==> src/rtl/mem_stage_if.sv <==
// mem_stage_if: pipeline and data-SRAM response signals of the MEM stage.
// The slave modport is the MEM stage itself; the master modport is its
// environment (EX, data SRAM, WB). Optional macro MS_STALL_CNT_EN adds the
// ms_stall_cnt output.
interface mem_stage_if;
  // EX -> MEM
  logic        es_to_ms_valid;
  logic        ms_allowin;
  logic [31:0] es_pc;
  logic        es_gr_we;
  logic [4:0]  es_dest;
  logic [31:0] es_alu_result;
  logic        es_res_from_mem;
  logic        es_mem_req;
  logic [2:0]  es_ld_op;
  logic        es_exc;
  // data-SRAM response
  logic        data_sram_data_ok;
  logic [31:0] data_sram_rdata;
  // WB -> MEM control
  logic        flush;
  logic        ws_allowin;
  // MEM -> WB / decode
  logic        ms_to_ws_valid;
  logic [31:0] ms_pc;
  logic        ms_gr_we;
  logic [4:0]  ms_dest;
  logic [31:0] ms_final_result;
  logic        ms_exc;
  logic        ms_fwd_blk;
`ifdef MS_STALL_CNT_EN
  logic [31:0] ms_stall_cnt;
`endif

  modport slave (
    input  es_to_ms_valid, es_pc, es_gr_we, es_dest, es_alu_result,
           es_res_from_mem, es_mem_req, es_ld_op, es_exc,
           data_sram_data_ok, data_sram_rdata, flush, ws_allowin,
    output ms_allowin, ms_to_ws_valid, ms_pc, ms_gr_we, ms_dest,
           ms_final_result, ms_exc, ms_fwd_blk
`ifdef MS_STALL_CNT_EN
    , output ms_stall_cnt
`endif
  );

  modport master (
    output es_to_ms_valid, es_pc, es_gr_we, es_dest, es_alu_result,
           es_res_from_mem, es_mem_req, es_ld_op, es_exc,
           data_sram_data_ok, data_sram_rdata, flush, ws_allowin,
    input  ms_allowin, ms_to_ws_valid, ms_pc, ms_gr_we, ms_dest,
           ms_final_result, ms_exc, ms_fwd_blk
`ifdef MS_STALL_CNT_EN
    , input ms_stall_cnt
`endif
  );
endinterface

==> src/rtl/mem_stage.sv <==
// mem_stage: MEM pipeline stage between EX and WB. Holds one instruction,
// waits for its data-SRAM response, extracts/extends load data and hands the
// result to WB. Responses belonging to flushed instructions are counted in
// cancel_cnt and dropped when they arrive.
// Optional macro MS_STALL_CNT_EN: adds a 32-bit wrapping count of cycles
// spent holding an instruction that still waits for its response.
module mem_stage (
  input  logic       clk,
  input  logic       reset,
  mem_stage_if.slave bus
);

  typedef enum logic [2:0] {
    LD_W  = 3'd0,
    LD_B  = 3'd1,
    LD_BU = 3'd2,
    LD_H  = 3'd3,
    LD_HU = 3'd4
  } ld_op_e;

  // Stage state
  logic        ms_valid;
  logic        wait_resp;
  logic [1:0]  cancel_cnt;

  // Latched instruction fields
  logic [31:0] pc_r;
  logic        gr_we_r;
  logic [4:0]  dest_r;
  logic [31:0] alu_r;
  logic        res_from_mem_r;
  ld_op_e      ld_op_r;
  logic        exc_r;
  logic [31:0] rdata_r;

  // Combinational helpers
  logic        ms_ready_go;
  logic        allowin;
  logic        accept;
  logic        resp_drop;
  logic        resp_take;
  logic [2:0]  cancel_sum;
  logic [1:0]  cancel_cnt_nxt;
  logic [7:0]  ld_byte;
  logic [15:0] ld_half;
  logic [31:0] ld_data;

  // Handshake and response attribution for the current cycle.
  always_comb begin
    ms_ready_go = !wait_resp;
    allowin     = !ms_valid || (ms_ready_go && bus.ws_allowin);
    accept      = allowin && bus.es_to_ms_valid && !bus.flush;
    // Outstanding cancelled responses are older than ours, so they go first.
    resp_drop   = bus.data_sram_data_ok && (cancel_cnt != 2'd0);
    resp_take   = bus.data_sram_data_ok && (cancel_cnt == 2'd0) && wait_resp;
  end

  // Next cancel count: drop one on a discarded response, and on a flush add
  // every request whose response is still to come.
  always_comb begin
    // NOTE: every always_comb output gets a default first so no path can
    // leave it unassigned and infer a latch.
    cancel_sum = {1'b0, cancel_cnt} - {2'b00, resp_drop};
    if (bus.flush) begin
      // The held instruction's response is only "consumed" when it is the one
      // arriving now; a cancelled response arriving now leaves ours pending.
      cancel_sum = cancel_sum
                 + {2'b00, ms_valid && wait_resp && !resp_take}
                 + {2'b00, bus.es_to_ms_valid && bus.es_mem_req && allowin};
    end
    cancel_cnt_nxt = (cancel_sum > 3'd3) ? 2'd3 : cancel_sum[1:0];
  end

  // Stage registers: valid/wait tracking, cancel count, latched fields.
  always_ff @(posedge clk) begin
    // NOTE: sequential state uses non-blocking assignments so every register
    // samples pre-edge values regardless of statement order.
    if (reset) begin
      ms_valid       <= 1'b0;
      wait_resp      <= 1'b0;
      cancel_cnt     <= 2'd0;
      pc_r           <= 32'd0;
      gr_we_r        <= 1'b0;
      dest_r         <= 5'd0;
      alu_r          <= 32'd0;
      res_from_mem_r <= 1'b0;
      ld_op_r        <= LD_W;
      exc_r          <= 1'b0;
      rdata_r        <= 32'd0;
    end else begin
      cancel_cnt <= cancel_cnt_nxt;

      if (bus.flush) begin
        ms_valid <= 1'b0;
      end else if (allowin) begin
        ms_valid <= bus.es_to_ms_valid;
      end

      if (bus.flush) begin
        wait_resp <= 1'b0;
      end else if (accept) begin
        wait_resp <= bus.es_mem_req && !bus.es_exc;
      end else if (resp_take) begin
        wait_resp <= 1'b0;
      end

      if (resp_take) begin
        rdata_r <= bus.data_sram_rdata;
      end

      if (accept) begin
        pc_r           <= bus.es_pc;
        gr_we_r        <= bus.es_gr_we;
        dest_r         <= bus.es_dest;
        alu_r          <= bus.es_alu_result;
        res_from_mem_r <= bus.es_res_from_mem;
        ld_op_r        <= ld_op_e'(bus.es_ld_op);
        exc_r          <= bus.es_exc;
      end
    end
  end

  // Load data extraction from the captured response and the address lane.
  always_comb begin
    case (alu_r[1:0])
      2'd0:    ld_byte = rdata_r[7:0];
      2'd1:    ld_byte = rdata_r[15:8];
      2'd2:    ld_byte = rdata_r[23:16];
      default: ld_byte = rdata_r[31:24];
    endcase
    // Half loads ignore addr[0]; a misaligned half is flagged upstream.
    ld_half = alu_r[1] ? rdata_r[31:16] : rdata_r[15:0];
    case (ld_op_r)
      LD_B:    ld_data = {{24{ld_byte[7]}}, ld_byte};
      LD_BU:   ld_data = {24'd0, ld_byte};
      LD_H:    ld_data = {{16{ld_half[15]}}, ld_half};
      LD_HU:   ld_data = {16'd0, ld_half};
      default: ld_data = rdata_r;
    endcase
  end

  assign bus.ms_allowin      = allowin;
  assign bus.ms_to_ws_valid  = ms_valid && ms_ready_go && !bus.flush;
  assign bus.ms_pc           = pc_r;
  assign bus.ms_gr_we        = gr_we_r && !exc_r;
  assign bus.ms_dest         = dest_r;
  assign bus.ms_final_result = res_from_mem_r ? ld_data : alu_r;
  assign bus.ms_exc          = exc_r;
  assign bus.ms_fwd_blk      = ms_valid && res_from_mem_r && wait_resp;

`ifdef MS_STALL_CNT_EN
  logic [31:0] stall_cnt;

  // Count cycles spent holding an instruction that waits for its response.
  always_ff @(posedge clk) begin
    if (reset) begin
      stall_cnt <= 32'd0;
    end else if (ms_valid && wait_resp) begin
      stall_cnt <= stall_cnt + 32'd1;
    end
  end

  assign bus.ms_stall_cnt = stall_cnt;
`endif

endmodule

==> src/flat_wrapper.sv <==
// flat-port wrapper written by rule: the top's interface ports become plain ports
module mem_stage_flat 
  (clk, reset, bus_es_to_ms_valid, bus_es_pc, bus_es_gr_we, bus_es_dest, bus_es_alu_result, bus_es_res_from_mem, bus_es_mem_req, bus_es_ld_op, bus_es_exc, bus_data_sram_data_ok, bus_data_sram_rdata, bus_flush, bus_ws_allowin, bus_ms_allowin, bus_ms_to_ws_valid, bus_ms_pc, bus_ms_gr_we, bus_ms_dest, bus_ms_final_result, bus_ms_exc, bus_ms_fwd_blk);
  mem_stage_if bus_i ();
  input  logic clk;
  input  logic reset;
  input wire logic [$bits(bus_i.es_to_ms_valid)-1:0] bus_es_to_ms_valid;
  input wire logic [$bits(bus_i.es_pc)-1:0] bus_es_pc;
  input wire logic [$bits(bus_i.es_gr_we)-1:0] bus_es_gr_we;
  input wire logic [$bits(bus_i.es_dest)-1:0] bus_es_dest;
  input wire logic [$bits(bus_i.es_alu_result)-1:0] bus_es_alu_result;
  input wire logic [$bits(bus_i.es_res_from_mem)-1:0] bus_es_res_from_mem;
  input wire logic [$bits(bus_i.es_mem_req)-1:0] bus_es_mem_req;
  input wire logic [$bits(bus_i.es_ld_op)-1:0] bus_es_ld_op;
  input wire logic [$bits(bus_i.es_exc)-1:0] bus_es_exc;
  input wire logic [$bits(bus_i.data_sram_data_ok)-1:0] bus_data_sram_data_ok;
  input wire logic [$bits(bus_i.data_sram_rdata)-1:0] bus_data_sram_rdata;
  input wire logic [$bits(bus_i.flush)-1:0] bus_flush;
  input wire logic [$bits(bus_i.ws_allowin)-1:0] bus_ws_allowin;
  output wire logic [$bits(bus_i.ms_allowin)-1:0] bus_ms_allowin;
  output wire logic [$bits(bus_i.ms_to_ws_valid)-1:0] bus_ms_to_ws_valid;
  output wire logic [$bits(bus_i.ms_pc)-1:0] bus_ms_pc;
  output wire logic [$bits(bus_i.ms_gr_we)-1:0] bus_ms_gr_we;
  output wire logic [$bits(bus_i.ms_dest)-1:0] bus_ms_dest;
  output wire logic [$bits(bus_i.ms_final_result)-1:0] bus_ms_final_result;
  output wire logic [$bits(bus_i.ms_exc)-1:0] bus_ms_exc;
  output wire logic [$bits(bus_i.ms_fwd_blk)-1:0] bus_ms_fwd_blk;
  assign bus_i.es_to_ms_valid = bus_es_to_ms_valid;
  assign bus_i.es_pc = bus_es_pc;
  assign bus_i.es_gr_we = bus_es_gr_we;
  assign bus_i.es_dest = bus_es_dest;
  assign bus_i.es_alu_result = bus_es_alu_result;
  assign bus_i.es_res_from_mem = bus_es_res_from_mem;
  assign bus_i.es_mem_req = bus_es_mem_req;
  assign bus_i.es_ld_op = bus_es_ld_op;
  assign bus_i.es_exc = bus_es_exc;
  assign bus_i.data_sram_data_ok = bus_data_sram_data_ok;
  assign bus_i.data_sram_rdata = bus_data_sram_rdata;
  assign bus_i.flush = bus_flush;
  assign bus_i.ws_allowin = bus_ws_allowin;
  assign bus_ms_allowin = bus_i.ms_allowin;
  assign bus_ms_to_ws_valid = bus_i.ms_to_ws_valid;
  assign bus_ms_pc = bus_i.ms_pc;
  assign bus_ms_gr_we = bus_i.ms_gr_we;
  assign bus_ms_dest = bus_i.ms_dest;
  assign bus_ms_final_result = bus_i.ms_final_result;
  assign bus_ms_exc = bus_i.ms_exc;
  assign bus_ms_fwd_blk = bus_i.ms_fwd_blk;
  mem_stage u_core (.clk(clk), .reset(reset), .bus(bus_i));
endmodule
==> config.mk <==
export PLATFORM = sky130hd
export DESIGN_NAME = mem_stage_flat
export DESIGN_NICKNAME = d
export VERILOG_FILES = /design/src/rtl/mem_stage_if.sv /design/src/rtl/mem_stage.sv /design/src/flat_wrapper.sv
export SDC_FILE = /design/constraint.sdc
export NUM_CORES = 1
export LEC_CHECK = 0
export BUFFER_PORTS_ARGS = -buffer_cell sky130_fd_sc_hd__buf_2
export CORE_MARGIN = 4
export CORE_UTILIZATION = 35
export CTS_CLUSTER_DIAMETER = 40
export DETAILED_ROUTE_END_ITERATION = 8
export SYNTH_ARGS = -nofsm -noshare
export SYNTH_HDL_FRONTEND = slang
export SYNTH_SLANG_ARGS = --single-unit
==> constraint.sdc <==
create_clock -name clk -period 3.2 [get_ports clk]
set_input_delay 0.48 -clock clk [delete_from_list [all_inputs] [get_ports clk]]
set_output_delay 0.48 -clock clk [all_outputs]
set_load 0.02 [all_outputs]
Word-level counts from Yosys, hierarchy flattened
Cells that the tools add are included.
{ "totals": {"memories": 0, "register_bits": 111, "mem_bits_ro": 0, "ramBits": 0, "latchBits": 0, "input_bits": 114} }
{ "op_classes": {"eq_ne": 6, "magnitude_cmp": 1, "multipliers": 0, "n_bitwise": 0, "muxes": 8, "addsub": 3, "n_shift": 0, "div": 0, "reduce_logical": 28} }
{ "ops": {"columns": ["operator", "n"], "rows": [
  ["case mux 32 bit (4 select lines)", 1],
  ["2-to-1 mux 32 bit", 1],
  ["case mux 8 bit (3 select lines)", 1],
  ["logical AND 1 bit", 16],
  ["2-to-1 mux 16 bit", 1],
  ["adder 3 x 1 -> 3 bit", 2],
  ["equality test 3 x 2 -> 1 bit, second input constant", 2],
  ["zero test 1 bit", 6],
  ["zero test 2 bit", 2],
  ["nonzero test 2 bit", 2],
  ["equality test 3 x 1 -> 1 bit, second input constant", 1],
  ["equality test 3 bit, second input constant", 1],
  ["> comparator 3 x 2 -> 1 bit, second input constant", 1],
  ["2-to-1 mux 3 bit", 1],
  ["subtractor 2 x 1 -> 3 bit", 1],
  ["equality test 2 x 1 -> 1 bit, second input constant", 1],
  ["equality test 2 bit, second input constant", 1],
  ["2-to-1 mux 1 bit", 2],
  ["2-to-1 mux 2 bit", 1],
  ["OR reduction 2 bit", 1],
  ["logical OR 1 bit", 1]
]} }

Logic depth before layout (Yosys ltp)
{ "logic_depth": {"depth_word": 10, "depth_mapped": 9, "depth_no_buf": 8} }

Least setup slack after synthesis
Ideal clock, no wire load.
{ "synth_timing": {"kind": "register to output", "startpoint": "reg u_core.ld_op_r[0]", "endpoint": "out bus_ms_final_result[10]", "stages_incl_launch_ff": 6, "path_slack_ns": 0.983, "path_buffers": 1, "t_arrival_ns": 1.737, "cell_sequence": "dfxtp_1 > buf_2 > or3b_2 > o21ai_2 > nand2_1 > a221oi_1"} }
{ "synth_via": {"elab_chain_len": 3} }
{ "synth_lines": {"columns": ["item", "line", "text"], "rows": [
  ["start, declared", "mem_stage.sv:32", "ld_op_e ld_op_r;"],
  ["start signal, assigned", "mem_stage.sv:117", "ld_op_r <= ld_op_e'(bus.es_ld_op);"],
  ["equality test 3 bit, or another cell as far along", "mem_stage.sv:133", "case (ld_op_r)"],
  ["case mux 32 bit (4 select lines) *", "mem_stage.sv:133", null],
  ["2-to-1 mux 32 bit *", "mem_stage.sv:147", "assign bus.ms_final_result = res_from_mem_r ? ld_data : alu_r;"],
  ["end, declared", "flat_wrapper.sv:25", "output wire logic [$bits(bus_i.ms_final_result)-1:0] bus_ms_final_result;"]
]} }
Mark *: on every way between the ends. The rest lies on a longest branch, timed or not.

Worst setup path after layout
{ "layout_timing": {"startpoint": "reg u_core.alu_r[1]", "endpoint": "out bus_ms_final_result[8]"} }
{ "layout_via": {"elab_chain_len": 4} }
{ "layout_lines": {"columns": ["item", "line", "text"], "rows": [
  ["start, declared", "mem_stage.sv:30", "logic [31:0] alu_r;"],
  ["start signal, assigned", "mem_stage.sv:115", "alu_r <= bus.es_alu_result;"],
  ["equality test 2 bit, or another cell as far along", "mem_stage.sv:125", "case (alu_r[1:0])"],
  ["case mux 8 bit (3 select lines)", "mem_stage.sv:125", null],
  ["case mux 32 bit (4 select lines) *", "mem_stage.sv:133", null],
  ["2-to-1 mux 32 bit *", "mem_stage.sv:147", null]
]} }
Marked as above.

==> out/results.ini <==
[sta]
hold_violations = 0
finalCritPeriodShare_pct = 86.2
rsz0062_at_grt = no
setup_total_negative_slack_ps = 0
clock_skew_ps = 8.84
finalCriticalPeriod_ps = 2760
fmax_mhz = 363
maxSlewViolCount = 0
worst_pin_slew_ps = 709
finalSetupViolCount = 0
slew_headroom_pct = 52.4

[detailed_routing]
vias_per_cell = 4.97
wire_per_inst_um = 15.7
vias = 5012
routed_wl_mm = 15.8
drtPass1Iterations = 5
drc = 0
drt_iter0_markers = 279
drtAntennaViolNets = 0

[global_routing]
grt_pass1_wl_mm = 25.5
grt_pass1_vias = 4862
grt_busiest_layer = met2
met1_usage_pct = 25.9
grt-ovfl-total = 0
grtUsageMet2_pct = 30.3
grt_use_total_pct = 19.5
antenna_found_initial = 2
grt_max_degree = 77
grt_util_met3_pct = 5.94

[layout]
n_antenna_cell = 0
fill_cells = 1439
area_growth_pct = 26.6
fin_cells = 1008
layout-drive-gt1-share_pct = 27.9
nNetsFinal = 941
fin_area_um2 = 6340

[run_status]
status = finished clean

[clocking]
cts_tree = yes
cts.repair.resized = 0
postCtsHoldBufs = 0
h-tree-depth = 3
clock_latency_ps = 360
clock_sinks = 111
cts_buffer_depth = 2
cts_root_buffer = clkbuf_16
clk_pin_slew_ps = 80
cts_setup_buffers = 0
cts_buffers = 9

[floorplanning]
io_pins = 188
core_region_area_um2 = 13900
dieArea_um2 = 16300
die_y_um = 128
fp.dieW_um = 128
start_util_pct = 36.0
fp-row-count = 43

[synthesis]
netlist_area_um2 = 5010
yosysSeqAreaShare_pct = 44.4
synth-main-ff-cell = dfxtp_1
syn_inst = 663
synth_cell_type_count = 42
syn_area_per_cell_um2 = 7.56
ys_seq_elements = 111
synth_nets = 781
synth_edf_count = 0
yosys_warnings = 0
synth-async-reset-ratio_pct = 0

[pwr]
p_int_mw = 2.16
p_sw_share_pct = 29.2
power_density_nw_per_um2 = 481
p_leak_nw = 2.67
peakVddDrop_v = 0.000220
power_mw = 3.05
combPwrFrac_pct = 16.3
power_switching_mw = 0.890
p_seq_share_pct = 48.0
clkPwrFrac_pct = 35.6

[worst_setup_path]
cp.required_ps = 2720
arrival_ps = 2280
cp_max_fo = 17
path_class = register to primary output
crit_start = u_core.alu_r[1]
rr_startpoint = u_core.cancel_cnt[0]
worstSetupStartpointType = register
worstSetupEndpointType = primary output

[flow_run]
drv_cap = 0

[min_path]
hold_path_startpoint = bus_es_pc[26]
min_path_type = input pin to register

[placement]
dpl_cell_area_um2 = 6060
portBuffers = 187
dp.cells = 992
place.gp.congestion = 0.882
dp_hpwl_mm = 11.2

## layout make-up
cell class | instances | area (µm²) | share of cell area [%]
timing repair buffer | 199 | 1040 | 16.4
clock inverter | 7 | 55.1 | 0.868
multi-input combinational | 494 | 2550 | 40.1
inverter | 8 | 30.0 | 0.473
tap | 180 | 225 | 3.55
clock buffer | 9 | 225 | 3.55
sequential | 111 | 2220 | 35.0
## worst paths after layout
check / end / slack [ps] / depth (start not counted)
min: u_core.bus.ms_pc[26] / 350 / 3
min reg2reg: u_core.bus.ms_pc[5] / 450 / 2
max reg2reg: u_core.cancel_cnt[1] / 1250 / 8
max: bus_ms_final_result[8] / 440 / 6
## metal layers
layer	share of wire [%]	vias to the layer above	routed length [µm]
li1	-	2529	-
met1	44	2256	7030
met2	44	204	6950
met3	9.9	19	1570
met4	1.5	4	235
met5	0.089	-	14
## critical path, cell delays in order (launching register included)
cell and delay [ps]:
dfxtp_1 400, buf_4 260, mux4_1 350, o221a_2 260
nor2_2 280, a221oi_1 170, buf_2 200
## power groups by stage
stage                     Combinational, mW  Sequential [mW]  Clock [mW]
after floorplan                       0.291             1.52           0
after global placement                0.500             1.50           0
after detailed placement              0.503             1.50           0
after CTS                             0.504             1.47        1.12
after global routing                  0.556             1.47        1.18
final                                 0.498             1.47        1.09
## Yosys cell counts, types with 2 or more instances
cell      instances  area share [%]
mux4_1            8             4.2
nor2b_1           3            0.37
a21oi_1         129              13
buf_2            11             1.1
nor2_2            2            0.25
mux2_2            7             1.6
ha_1              3            0.75
nand3_1           5            0.50
buf_1             4            0.30
inv_1             7            0.52
nor3b_1           2            0.30
nand3b_1          2            0.30
clkbuf_1         32             2.4
a211oi_1          2            0.30
buf_6             2            0.45
nand2b_1          2            0.25
a221oi_1         14             2.4
nor2_1           42             3.1
nand2_1         249              19
and3_1            2            0.25
a311oi_1          2            0.35
xnor2_1           3            0.52
dfxtp_1         111              44
## layout by cell type, fill, tap and decap left out, types with 2 or more instances in the layout
cell type / synthesis / layout
buf_4: 1 / 12
clkinvlp_4: 0 / 2
inv_1: 7 / 7
buf_2: 11 / 186
a311oi_1: 2 / 2
ha_1: 3 / 3
dfxtp_1: 111 / 111
xnor2_1: 3 / 3
inv_6: 0 / 3
a21oi_1: 129 / 129
a211oi_1: 2 / 2
mux4_1: 8 / 8
nand2_1: 249 / 249
nor2_1: 42 / 42
nor3b_1: 2 / 2
nand3b_1: 2 / 2
clkbuf_16: 0 / 9
mux2_2: 7 / 7
nand2b_1: 2 / 2
a221oi_1: 14 / 14
nor2b_1: 3 / 3
nor2_2: 2 / 2
and3_1: 2 / 2
nand3_1: 5 / 5
## per-stage QoR
| stage | util, % | hold slack [ps] | worst slack [ps] |
|---|---|---|---|
| 2_1_floorplan | - | 432 | 983 |
| 6_report | 45.5 | 348 | 443 |
| 3_5_place_dp | 43.5 | 445 | 837 |
| 4_1_cts | 45.5 | 329 | 428 |
| 3_3_place_gp | 43.5 | 439 | 885 |
| 5_1_grt | 45.5 | 338 | 303 |
## cells by family after synthesis
logic type                 count (synthesis)  share of synthesized area (%)
and+or+nand+nor                          313                           24.7
AOI/OAI and AO/OA                        157                           17.9
DFF                                      111                           44.4
buffers and inverters                     58                           5.00
muxes                                     16                           6.22
xor gates and xnor gates                   4                          0.699
adders and majority gates                  4                           1.15
## flip-flops by register name, summed over array words and instances, names as in the netlist
register and flops:
u_core.alu_r 32, u_core.bus.ms_pc 32, u_core.rdata_r 32, u_core.bus.ms_dest 5
u_core.ld_op_r 3, u_core.cancel_cnt 2, u_core.bus.ms_exc 1, u_core.gr_we_r 1
u_core.ms_valid 1, u_core.res_from_mem_r 1, u_core.wait_resp 1
Power figures use the tool's default switching activity.
